===== src/rtl/entrada_pico_gen_if.sv =====
// Bus bundle between the processor/RTC/keypad side and entrada_pico_gen.
// The master side drives captures, key pushes and read requests; the slave
// side (the input block) returns read data and key FIFO flags.
interface entrada_pico_gen_if #(
  parameter int DW = 8
);
  logic          LL_signal;
  logic [3:0]    reg_select;
  logic [DW-1:0] RTC_BUS;
  logic [DW-1:0] tecla;
  logic          tecla_valid;
  logic [7:0]    id_port;
  logic          read_strobe;
  logic [DW-1:0] dato_inpico;
  logic          key_full;
  logic          key_overflow;

  modport master (
    output LL_signal, reg_select, RTC_BUS, tecla, tecla_valid, id_port, read_strobe,
    input  dato_inpico, key_full, key_overflow
  );

  modport slave (
    input  LL_signal, reg_select, RTC_BUS, tecla, tecla_valid, id_port, read_strobe,
    output dato_inpico, key_full, key_overflow
  );
endinterface


===== src/rtl/entrada_pico_gen.sv =====
// Processor input block: RTC capture registers, a small key FIFO and a
// registered read port addressed by port_id.
// Optional feature: define ENTRADA_PICO_SNAPSHOT_EN to add a shadow bank that
// freezes all capture registers when register 0 is read, so a multi-byte RTC
// value read over several cycles stays coherent.
module entrada_pico_gen #(
  parameter int         NREG      = 9,
  parameter int         DW        = 8,
  parameter int         KEY_DEPTH = 4,
  parameter logic [7:0] ID_BASE   = 8'h00,
  parameter logic [7:0] ID_KEY    = 8'h10,
  parameter logic [7:0] ID_STATUS = 8'h11
) (
  input logic               clk,
  input logic               reset,
  entrada_pico_gen_if.slave pico
);

  localparam int AW = (KEY_DEPTH > 1) ? $clog2(KEY_DEPTH) : 1;

  logic [DW-1:0] live [NREG];
  logic [DW-1:0] mem  [KEY_DEPTH];
  logic [AW-1:0] wr_ptr;
  logic [AW-1:0] rd_ptr;
  logic [4:0]    count;
  logic          overflow;
  logic [DW-1:0] dato;
  logic [DW-1:0] rd_data;
  logic [7:0]    status8;
  logic          empty;
  logic          full;
  logic          pop;
  logic          push;
  logic          ovf_event;
  logic          status_rd;

  assign empty     = (count == 5'd0);
  assign full      = (count == 5'(KEY_DEPTH));
  assign pop       = pico.read_strobe && (pico.id_port == ID_KEY) && !empty;
  // A full FIFO still accepts a key when the head leaves in the same cycle.
  assign push      = pico.tecla_valid && (!full || pop);
  assign ovf_event = pico.tecla_valid && full && !pop;
  assign status_rd = pico.read_strobe && (pico.id_port == ID_STATUS);
  assign status8   = {overflow, full, empty, count};

  assign pico.dato_inpico  = dato;
  assign pico.key_full     = full;
  assign pico.key_overflow = overflow;

`ifdef ENTRADA_PICO_SNAPSHOT_EN
  logic [DW-1:0] shadow [NREG];

  // Freeze every live register into the shadow bank when register 0 is read.
  always_ff @(posedge clk or negedge reset) begin
    if (!reset) begin
      for (int i = 0; i < NREG; i++) shadow[i] <= '0;
    end else if (pico.read_strobe && (pico.id_port == ID_BASE)) begin
      for (int i = 0; i < NREG; i++) shadow[i] <= live[i];
    end
  end
`endif

  // Capture RTC_BUS into the selected register; out-of-range selects are ignored.
  always_ff @(posedge clk or negedge reset) begin
    if (!reset) begin
      for (int i = 0; i < NREG; i++) live[i] <= '0;
    end else if (pico.LL_signal) begin
      for (int i = 0; i < NREG; i++) begin
        if (pico.reg_select == 4'(i)) live[i] <= pico.RTC_BUS;
      end
    end
  end

  // Key FIFO storage, wrapping pointers and occupancy count.
  always_ff @(posedge clk or negedge reset) begin
    if (!reset) begin
      for (int i = 0; i < KEY_DEPTH; i++) mem[i] <= '0;
      wr_ptr <= '0;
      rd_ptr <= '0;
      count  <= 5'd0;
    end else begin
      if (push) begin
        mem[wr_ptr] <= pico.tecla;
        wr_ptr      <= wr_ptr + AW'(1);
      end
      if (pop) rd_ptr <= rd_ptr + AW'(1);
      case ({push, pop})
        2'b10:   count <= count + 5'd1;
        2'b01:   count <= count - 5'd1;
        default: count <= count;
      endcase
    end
  end

  // Sticky overflow; a drop in the same cycle as a status read keeps it set.
  always_ff @(posedge clk or negedge reset) begin
    if (!reset) begin
      overflow <= 1'b0;
    end else if (ovf_event) begin
      overflow <= 1'b1;
    end else if (status_rd) begin
      overflow <= 1'b0;
    end
  end

  // Read map decode from the current (pre-edge) state.
  always_comb begin
    rd_data = '0;
    if (pico.id_port == ID_KEY) begin
      rd_data = empty ? '0 : mem[rd_ptr];
    end else if (pico.id_port == ID_STATUS) begin
      rd_data = DW'(status8);
    end else begin
      for (int i = 0; i < NREG; i++) begin
        if (pico.id_port == 8'(ID_BASE + 8'(i))) begin
`ifdef ENTRADA_PICO_SNAPSHOT_EN
          rd_data = (i == 0) ? live[i] : shadow[i];
`else
          rd_data = live[i];
`endif
        end
      end
    end
  end

  // One-cycle registered read port.
  always_ff @(posedge clk or negedge reset) begin
    if (!reset) begin
      dato <= '0;
    end else begin
      dato <= rd_data;
    end
  end

endmodule


===== src/flat_wrapper.sv =====
// flat-port wrapper written by rule: the top's interface ports become plain ports
module entrada_pico_gen_flat 
#(
  parameter int         NREG      = 9,
  parameter int         DW        = 8,
  parameter int         KEY_DEPTH = 4,
  parameter logic [7:0] ID_BASE   = 8'h00,
  parameter logic [7:0] ID_KEY    = 8'h10,
  parameter logic [7:0] ID_STATUS = 8'h11
)
  (clk, reset, pico_LL_signal, pico_reg_select, pico_RTC_BUS, pico_tecla, pico_tecla_valid, pico_id_port, pico_read_strobe, pico_dato_inpico, pico_key_full, pico_key_overflow);
  entrada_pico_gen_if #(.DW(DW)) pico_i ();
  input logic clk;
  input logic reset;
  input wire logic [$bits(pico_i.LL_signal)-1:0] pico_LL_signal;
  input wire logic [$bits(pico_i.reg_select)-1:0] pico_reg_select;
  input wire logic [$bits(pico_i.RTC_BUS)-1:0] pico_RTC_BUS;
  input wire logic [$bits(pico_i.tecla)-1:0] pico_tecla;
  input wire logic [$bits(pico_i.tecla_valid)-1:0] pico_tecla_valid;
  input wire logic [$bits(pico_i.id_port)-1:0] pico_id_port;
  input wire logic [$bits(pico_i.read_strobe)-1:0] pico_read_strobe;
  output wire logic [$bits(pico_i.dato_inpico)-1:0] pico_dato_inpico;
  output wire logic [$bits(pico_i.key_full)-1:0] pico_key_full;
  output wire logic [$bits(pico_i.key_overflow)-1:0] pico_key_overflow;
  assign pico_i.LL_signal = pico_LL_signal;
  assign pico_i.reg_select = pico_reg_select;
  assign pico_i.RTC_BUS = pico_RTC_BUS;
  assign pico_i.tecla = pico_tecla;
  assign pico_i.tecla_valid = pico_tecla_valid;
  assign pico_i.id_port = pico_id_port;
  assign pico_i.read_strobe = pico_read_strobe;
  assign pico_dato_inpico = pico_i.dato_inpico;
  assign pico_key_full = pico_i.key_full;
  assign pico_key_overflow = pico_i.key_overflow;
  entrada_pico_gen #(.NREG(NREG), .DW(DW), .KEY_DEPTH(KEY_DEPTH), .ID_BASE(ID_BASE), .ID_KEY(ID_KEY), .ID_STATUS(ID_STATUS)) u_core (.clk(clk), .reset(reset), .pico(pico_i));
endmodule

===== config.mk =====
export PLATFORM = sky130hd
export DESIGN_NAME = entrada_pico_gen_flat
export DESIGN_NICKNAME = d
export VERILOG_FILES = /design/src/rtl/entrada_pico_gen_if.sv /design/src/rtl/entrada_pico_gen.sv /design/src/flat_wrapper.sv
export SDC_FILE = /design/constraint.sdc
export NUM_CORES = 1
export LEC_CHECK = 0
export BUFFER_PORTS_ARGS = -buffer_cell sky130_fd_sc_hd__buf_2
export CAP_MARGIN = 5
export CORE_UTILIZATION = 52
export DETAILED_ROUTE_END_ITERATION = 10
export GPL_ROUTABILITY_DRIVEN = 0
export PLACE_DENSITY_LB_ADDON = 0.08
export SYNTH_ARGS = -nofsm -noshare
export SYNTH_HDL_FRONTEND = slang
export SYNTH_SLANG_ARGS = --single-unit

===== constraint.sdc =====
create_clock -name clk -period 6.42 [get_ports clk]
set_clock_uncertainty 0.2 [all_clocks]
set_input_delay 0.963 -clock clk [delete_from_list [all_inputs] [get_ports clk]]
set_output_delay 0.963 -clock clk [all_outputs]
set_load 0.005 [all_outputs]

==> flow_summary_export.csv, run 1 <==
group,metric,value,unit
worst_setup_path,worst-endpoint-required,6.51,ns
worst_hold_path,hold_path.startpoint,"u_core.live[38]$_DFFE_PN0P_",
global_routing,first_global_vias,3684,
sta,layout_worst_path_cycle_share,54.7,%
sta,timing.setup.tns,0,ns
global_routing,pin_count_of_the_biggest_net_entering_global_routing,79,
finish,final_common_cell,"dfrtp_1",
status,failed_checks,"DRC",
floorplanning,core-area,11400,sq um
place,place.port_buffers,42,
worst_hold_path,worst_hold_end,"u_core.live[38]$_DFFE_PN0P_",
clock_network,path_clk_slew,0.05,ns
worst_setup_path,critPathSlowestCell,"ha_1",
global_routing,global_route_overflow,0,
finish,mostFrequentLayoutCells,"122 x dfrtp_1, 68 x mux2_2, 41 x buf_2, 32 x mux2_4, 18 x nand2_1",
routing,routed_via_density,5.75,
worst_setup_path,worstPathArrival,3.60,ns
worst_setup_path,cell_by_cell_listing_of_the_critical_path,"buf_2, nor4b_4, nand2_1, nor4b_2, ha_1, xor2_1, ha_1, inv_1, a32oi_1, a31oi_1, xor2_1",
floorplanning,initial_core_util,53.2,%
global_routing,grt_antenna_before_repair,0,
power,worst_ir_drop_vdd,0.381,mV
logic_synthesis,post_synth_xor_area_fraction,1.44,%
worst_setup_path,reg2reg_to,"u_core.count[4]$_DFFE_PN0P_",
routing,drtAntennaViolNets,0,
routing,drt-pass1-iter-count,7,
floorplanning,die-height,110,microns
logic_synthesis,yosys.cell_types.count,60,
worst_setup_path,worstSetupPathType,"input port to flop",
routing,detail_route.drc_violations,2,
clock_network,clk_latency,0.42,ns
logic_synthesis,syn_area,6070,sq um
place,post-dp-hpwl,8.56,mm
logic_synthesis,synth_edf_count,0,
logic_synthesis,synth-warning-count,0,
worst_setup_path,crit-reg2reg-launch,"u_core.count[1]$_DFFE_PN0P_",
clock_network,clock-root-buffer,"clkbuf_16",
finish,flow.area_growth_from_synthesis,14.4,%
logic_synthesis,synthesis.area_per_instance,13.9,sq um
floorplanning,io_pins,43,
finish,nNetsFinal,514,
floorplanning,die-area,12100,sq um
logic_synthesis,synthArstFlopShare,100,%
worst_hold_path,worstHoldPathCells,1,
logic_synthesis,synth_seq_cells,122,
sta,timing.fmax,285,MHz
routing,drtIter0Drc,211,
routing,dr_total_vias,3621,
clock_network,cts_repair_resize_count,0,
logic_synthesis,combinational_family_with_the_most_area_after_synthesis,"multiplexers",
sta,setup_violations,0,
logic_synthesis,synth_mux_area_share,28.0,%
logic_synthesis,yosysSeqAreaShare,50.3,%
sta,unrepaired_setup_endpoints_after_global_routing,"false",
logic_synthesis,synth_simple_gate_area_share,8.88,%
sta,max_slew.worst_pin.slew,0.991,ns
clock_network,cts.htree.levels,4,
power,p_leak,3.08,nW
worst_hold_path,worst_hold_path_type,"flop to flop",
clock_network,ctsHoldBuffers,0,
sta,timing.slew.headroom,33.9,%
logic_synthesis,synth_compound_gate_area_share,6.59,%
worst_setup_path,reg2regPathDepth,10,
worst_setup_path,timing.critical_path.to_type,"flop",
power,cellPowerDensity,403,nW/um^2
clock_network,cts_tree,"built",
clock_network,cts.sinks,122,
logic_synthesis,synth_adder_area_share,1.44,%
clock_network,post_cts_buffers,0,
worst_setup_path,rrSetupSlack,3.48,ns
global_routing,grt_util_all_layers,23.2,%
worst_setup_path,crit_path_start_kind,"input port",
logic_synthesis,synth.net_count,476,
logic_synthesis,postSynth.topFlopCell,"dfrtp_1",
global_routing,global_route_wire_length_before_repair,20.1,mm
logic_synthesis,syn_inst,436,
sta,time_the_worst_path_needs_with_i_o_delays_and_setup,3.51,ns
floorplanning,dieWidth,110,microns
clock_network,clock_tree.buffer_depth,2,
routing,route.detailed.wl_per_inst,19.8,microns
floorplanning,std_cell_rows,39,
sta,final_hold_viol_count,0,
worst_setup_path,timing.critical_path.fanout_max,30,
clock_network,cts_inserted_buffers,17,
finish,antenna-diode-count,0,
finish,drive_above_1_share,42.5,%
routing,drt-total-wl,12.5,mm
sta,timing_max_transition_violations_final,0,
power,total_power_draw,2.80,mW
job,max-cap-violations,0,
status,outcome,"finished with violations",
worst_setup_path,cp_slowest_stage_delay,0.44,ns
final cells by class:
| cell class | instances | area, sq um |
|---|---|---|
| fillers | 930 | 4470 |
| flip-flops and latches | 122 | 3050 |
| multi-input cells | 283 | 2820 |
| clock buffers | 20 | 457 |
| repair buffers | 44 | 228 |
| clock inverters | 12 | 195 |
| well taps | 143 | 179 |
| inverters | 6 | 22.5 |
synth_stat cells, drive strengths merged (2+ instances only):
master	n	area share [%]
a2111oi	2	0.29
a211o	2	0.29
a211oi	3	0.37
a21oi	12	0.99
a222oi	2	0.33
a22oi	4	0.49
a31oi	4	0.41
and2	6	0.78
buf	19	2.6
clkbuf	6	0.37
dfrtp	122	50
ha	7	1.4
inv	6	0.37
mux2	110	22
mux2i	5	0.82
mux4	13	4.8
nand2	18	1.1
nand2b	6	0.62
nand3	2	0.16
nand3b	4	0.49
nand4b	2	0.29
nor2	7	0.43
nor2b	13	1.3
nor3	7	0.74
nor3b	4	0.74
nor4b	3	0.89
o21ai	7	0.58
o221ai	2	0.29
o22ai	8	0.82
o2bb2ai	2	0.29
o31ai	2	0.25
or2	2	0.21
or3	3	0.39
xnor2	3	0.43
xor2	7	1.0
cells by family (layout without fill, tap and decap cells):
kind of cell,Yosys count,after routing
adders and majority gates,7,7
DFF,122,122
xor gates and xnor gates,10,10
muxes,128,128
AOI/OAI and AO/OA,57,57
buffers and inverters,31,82
and+or+nand+nor,81,81
worst max-delay path, delay by kind of cell:
kind | cells | cell delay [ns]
AND/OR/NAND/NOR | 3 | 0.99
adder cells (fa/ha/maj) | 2 | 0.65
buffers and inverters | 2 | 0.36
XOR/XNOR | 2 | 0.34
AO/OA/AOI/OAI | 2 | 0.30
power by group:
| part | internal (mW) | switching, mW |
|---|---|---|
| Sequential | 1.01 | 0.160 |
| Combinational | 0.385 | 0.207 |
| Clock | 0.706 | 0.338 |
state kept, by name, indices dropped and copies added, names as in the netlist:
register / count
u_core.pico.dato_inpico: 8
u_core.count: 5
u_core.mem: 32
u_core.live: 72
u_core.wr_ptr: 2
u_core.pico.key_overflow: 1
u_core.rd_ptr: 2
per-layer routing:
metal | track usage, % | share of wire, %
met5 | 0 | 0
met4 | 8.19 | 0.83
met3 | 7.00 | 5.2
met2 | 34.0 | 46
met1 | 32.8 | 48
stage by stage:
step | utilization, % | hold WS, ns | setup slack [ns] | instance area [sq um] | cells
6_report | 60.9 | 0.288 | 2.91 | 6950 | 630
5_1_grt | 60.9 | 0.293 | 2.64 | 6950 | 630
4_1_cts | 60.9 | 0.291 | 2.94 | 6950 | 630
2_1_floorplan | - | 0.253 | 2.92 | 6070 | 436
3_5_place_dp | 55.2 | 0.277 | 2.48 | 6300 | 598
3_3_place_gp | 55.2 | 0.269 | 2.56 | 6300 | 598
worst max-delay path by stage:
stage                    startpoint                          end  slack [ns]  cells after the start
floorplan           pico_id_port[0]  u_core.count[4]$_DFFE_PN0P_        2.92                     12
global placement    pico_id_port[1]  u_core.count[4]$_DFFE_PN0P_        2.56                     11
detailed placement  pico_id_port[1]  u_core.count[4]$_DFFE_PN0P_        2.48                     11
CTS                 pico_id_port[1]  u_core.count[4]$_DFFE_PN0P_        2.94                     11
global route        pico_id_port[1]  u_core.count[4]$_DFFE_PN0P_        2.64                     11
finish              pico_id_port[1]  u_core.count[4]$_DFFE_PN0P_        2.91                     11
No activity file was read; power rests on OpenSTA's default activity.
==> inputs of run 2 (changes only) <==
==> constraint.sdc (replaced) <==
create_clock -name clk -period 3.15 [get_ports clk]
set_clock_uncertainty 0.2 [all_clocks]
set_input_delay 0.4725 -clock clk [delete_from_list [all_inputs] [get_ports clk]]
set_output_delay 0.4725 -clock clk [all_outputs]
set_load 0.005 [all_outputs]
==> flow_summary_export.csv, run 2 (synthesized netlist as in run 1, its figures left out) <==
group,metric,value,unit
routing,drt-pass1-iter-count,4,
worst_setup_path,timing.critical_path.fanout_max,6,
global_routing,global_route_wire_length_before_repair,20.6,mm
worst_setup_path,worstSetupPathType,"flop to flop",
worst_hold_path,worst_hold_path_type,"input port to flop",
clock_network,clk_latency,0.43,ns
worst_setup_path,timing.critical_path.max_delay_family,"simple AND/OR/NAND/NOR gates",
clock_network,cts.htree.levels,4,
global_routing,grt_antenna_before_repair,0,
sta,time_the_worst_path_needs_with_i_o_delays_and_setup,2.67,ns
clock_network,clock-root-buffer,"clkbuf_16",
worst_setup_path,worstPathArrival,2.77,ns
sta,setup_violations,0,
status,outcome,"finished, final reports clean",
global_routing,global_route_overflow,0,
sta,timing.fmax,374,MHz
job,max-cap-violations,0,
floorplanning,die-area,12100,sq um
routing,drtAntennaViolNets,0,
finish,max_flop_register,"u_core.live",
finish,mostFrequentLayoutCells,"122 x dfrtp_1, 68 x mux2_2, 41 x buf_2, 32 x mux2_4, 18 x nand2_1",
sta,timing.slew.headroom,46.3,%
sta,fin_hold_ws,0.130,ns
place,placed_area,6400,sq um
worst_setup_path,worst-endpoint-required,3.25,ns
power,worst_ir_drop_vdd,0.573,mV
finish,flow.area_growth_from_synthesis,15.8,%
clock_network,cts_tree,"built",
finish,largest_reg_flops,72,
clock_network,cts_inserted_buffers,17,
sta,max_slew.worst_pin.slew,0.801,ns
floorplanning,std_cell_rows,39,
floorplanning,core-area,11400,sq um
place,post-dp-hpwl,8.88,mm
finish,nNetsFinal,527,
routing,drtIter0Drc,152,
finish,antenna-diode-count,0,
worst_setup_path,cell_by_cell_listing_of_the_critical_path,"nor4_2, and2_1, a21boi_4, inv_1, ha_1, xor2_1, ha_1, inv_1, a32oi_1, a31oi_1, xor2_1",
routing,routed_via_density,5.85,
finish,layout.cell_area.non_filler,7030,sq um
worst_setup_path,critPathBufInv,2,
clock_network,post_cts_buffers,0,
worst_setup_path,timing.critical_path.to_type,"flop",
clock_network,path_clk_slew,0.05,ns
global_routing,first_global_vias,3761,
global_routing,pin_count_of_the_biggest_net_entering_global_routing,53,
worst_setup_path,crit_path_start_kind,"flop",
worst_setup_path,critPathSlowestCell,"dfrtp_1",
clock_network,clock_tree.buffer_depth,2,
sta,final_hold_viol_count,0,
worst_setup_path,cp_slowest_stage_delay,0.47,ns
sta,unrepaired_setup_endpoints_after_global_routing,"false",
finish,final_common_cell,"dfrtp_1",
sta,layout_worst_path_cycle_share,84.8,%
place,place.port_buffers,42,
floorplanning,initial_core_util,53.2,%
routing,detail_route.drc_violations,0,
global_routing,grt_util_all_layers,24.0,%
routing,drt-total-wl,12.9,mm
floorplanning,die-height,110,microns
floorplanning,dieWidth,110,microns
floorplanning,io_pins,43,
clock_network,cts.sinks,122,
sta,timing.setup.tns,0,ns
routing,route.detailed.wl_per_inst,20.0,microns
finish,drive_above_1_share,43.6,%
power,cellPowerDensity,801,nW/um^2
routing,dr_total_vias,3762,
power,p_leak,3.14,nW
sta,timing_max_transition_violations_final,0,
==> run 2: final cells by class <==
class / count / area (sq um)
clock buffers: 20 / 447
clock inverters: 12 / 173
fillers: 916 / 4390
inverters: 6 / 22.5
multi-input cells: 283 / 2820
flip-flops and latches: 122 / 3050
well taps: 143 / 179
repair buffers: 57 / 340
==> run 2: report_power, final <==
| group | switching (mW) | total [mW] | internal [mW] |
|---|---|---|---|
| Clock | 0.688 | 2.03 | 1.34 |
| Sequential | 0.319 | 2.37 | 2.05 |
| Combinational | 0.437 | 1.23 | 0.797 |
==> run 2: worst paths after layout <==
| check | endpoint | slack [ns] | start | cells past startpoint |
|---|---|---|---|---|
| max reg2reg | u_core.count[4]$_DFFE_PN0P_ | 0.48 | u_core.count[3]$_DFFE_PN0P_ | 11 |
| max in group asynchronous | u_core.live[65]$_DFFE_PN0P_ | 1.56 | reset | 3 |
| min reg2reg | u_core.live[35]$_DFFE_PN0P_ | 0.29 | u_core.live[35]$_DFFE_PN0P_ | 1 |
| min | u_core.mem[18]$_DFFE_PN0P_ | 0.13 | pico_tecla[2] | 2 |
| min in group asynchronous | u_core.mem[24]$_DFFE_PN0P_ | 0.44 | reset | 2 |
| max | u_core.count[4]$_DFFE_PN0P_ | 0.48 | u_core.count[3]$_DFFE_PN0P_ | 11 |
==> run 2: what timing repair did <==
item                                   CTS  global route
gates resized for setup                  0             0
hold buffers                             1             0
endpoints found under the hold margin   50             0
==> run 2: layer usage <==
layer / global-route usage, % / part of all wire [%]
met1: 33.8 / 48
met2: 35.6 / 47
met3: 7.17 / 3.7
met4: 7.62 / 1.4
met5: 0 / 0
==> run 2: stage by stage <==
step | cells | util (%) | worst slack (ns) | power (mW)
after floorplan | 436 | - | 0.137 | 3.36
after CTS | 643 | 61.6 | 0.477 | 5.68
after detailed placement | 610 | 56.1 | 0.229 | 3.62
after global routing | 643 | 61.6 | 0.298 | 5.92
after global placement | 610 | 56.1 | 0.285 | 3.56
final | 643 | 61.6 | 0.478 | 5.63
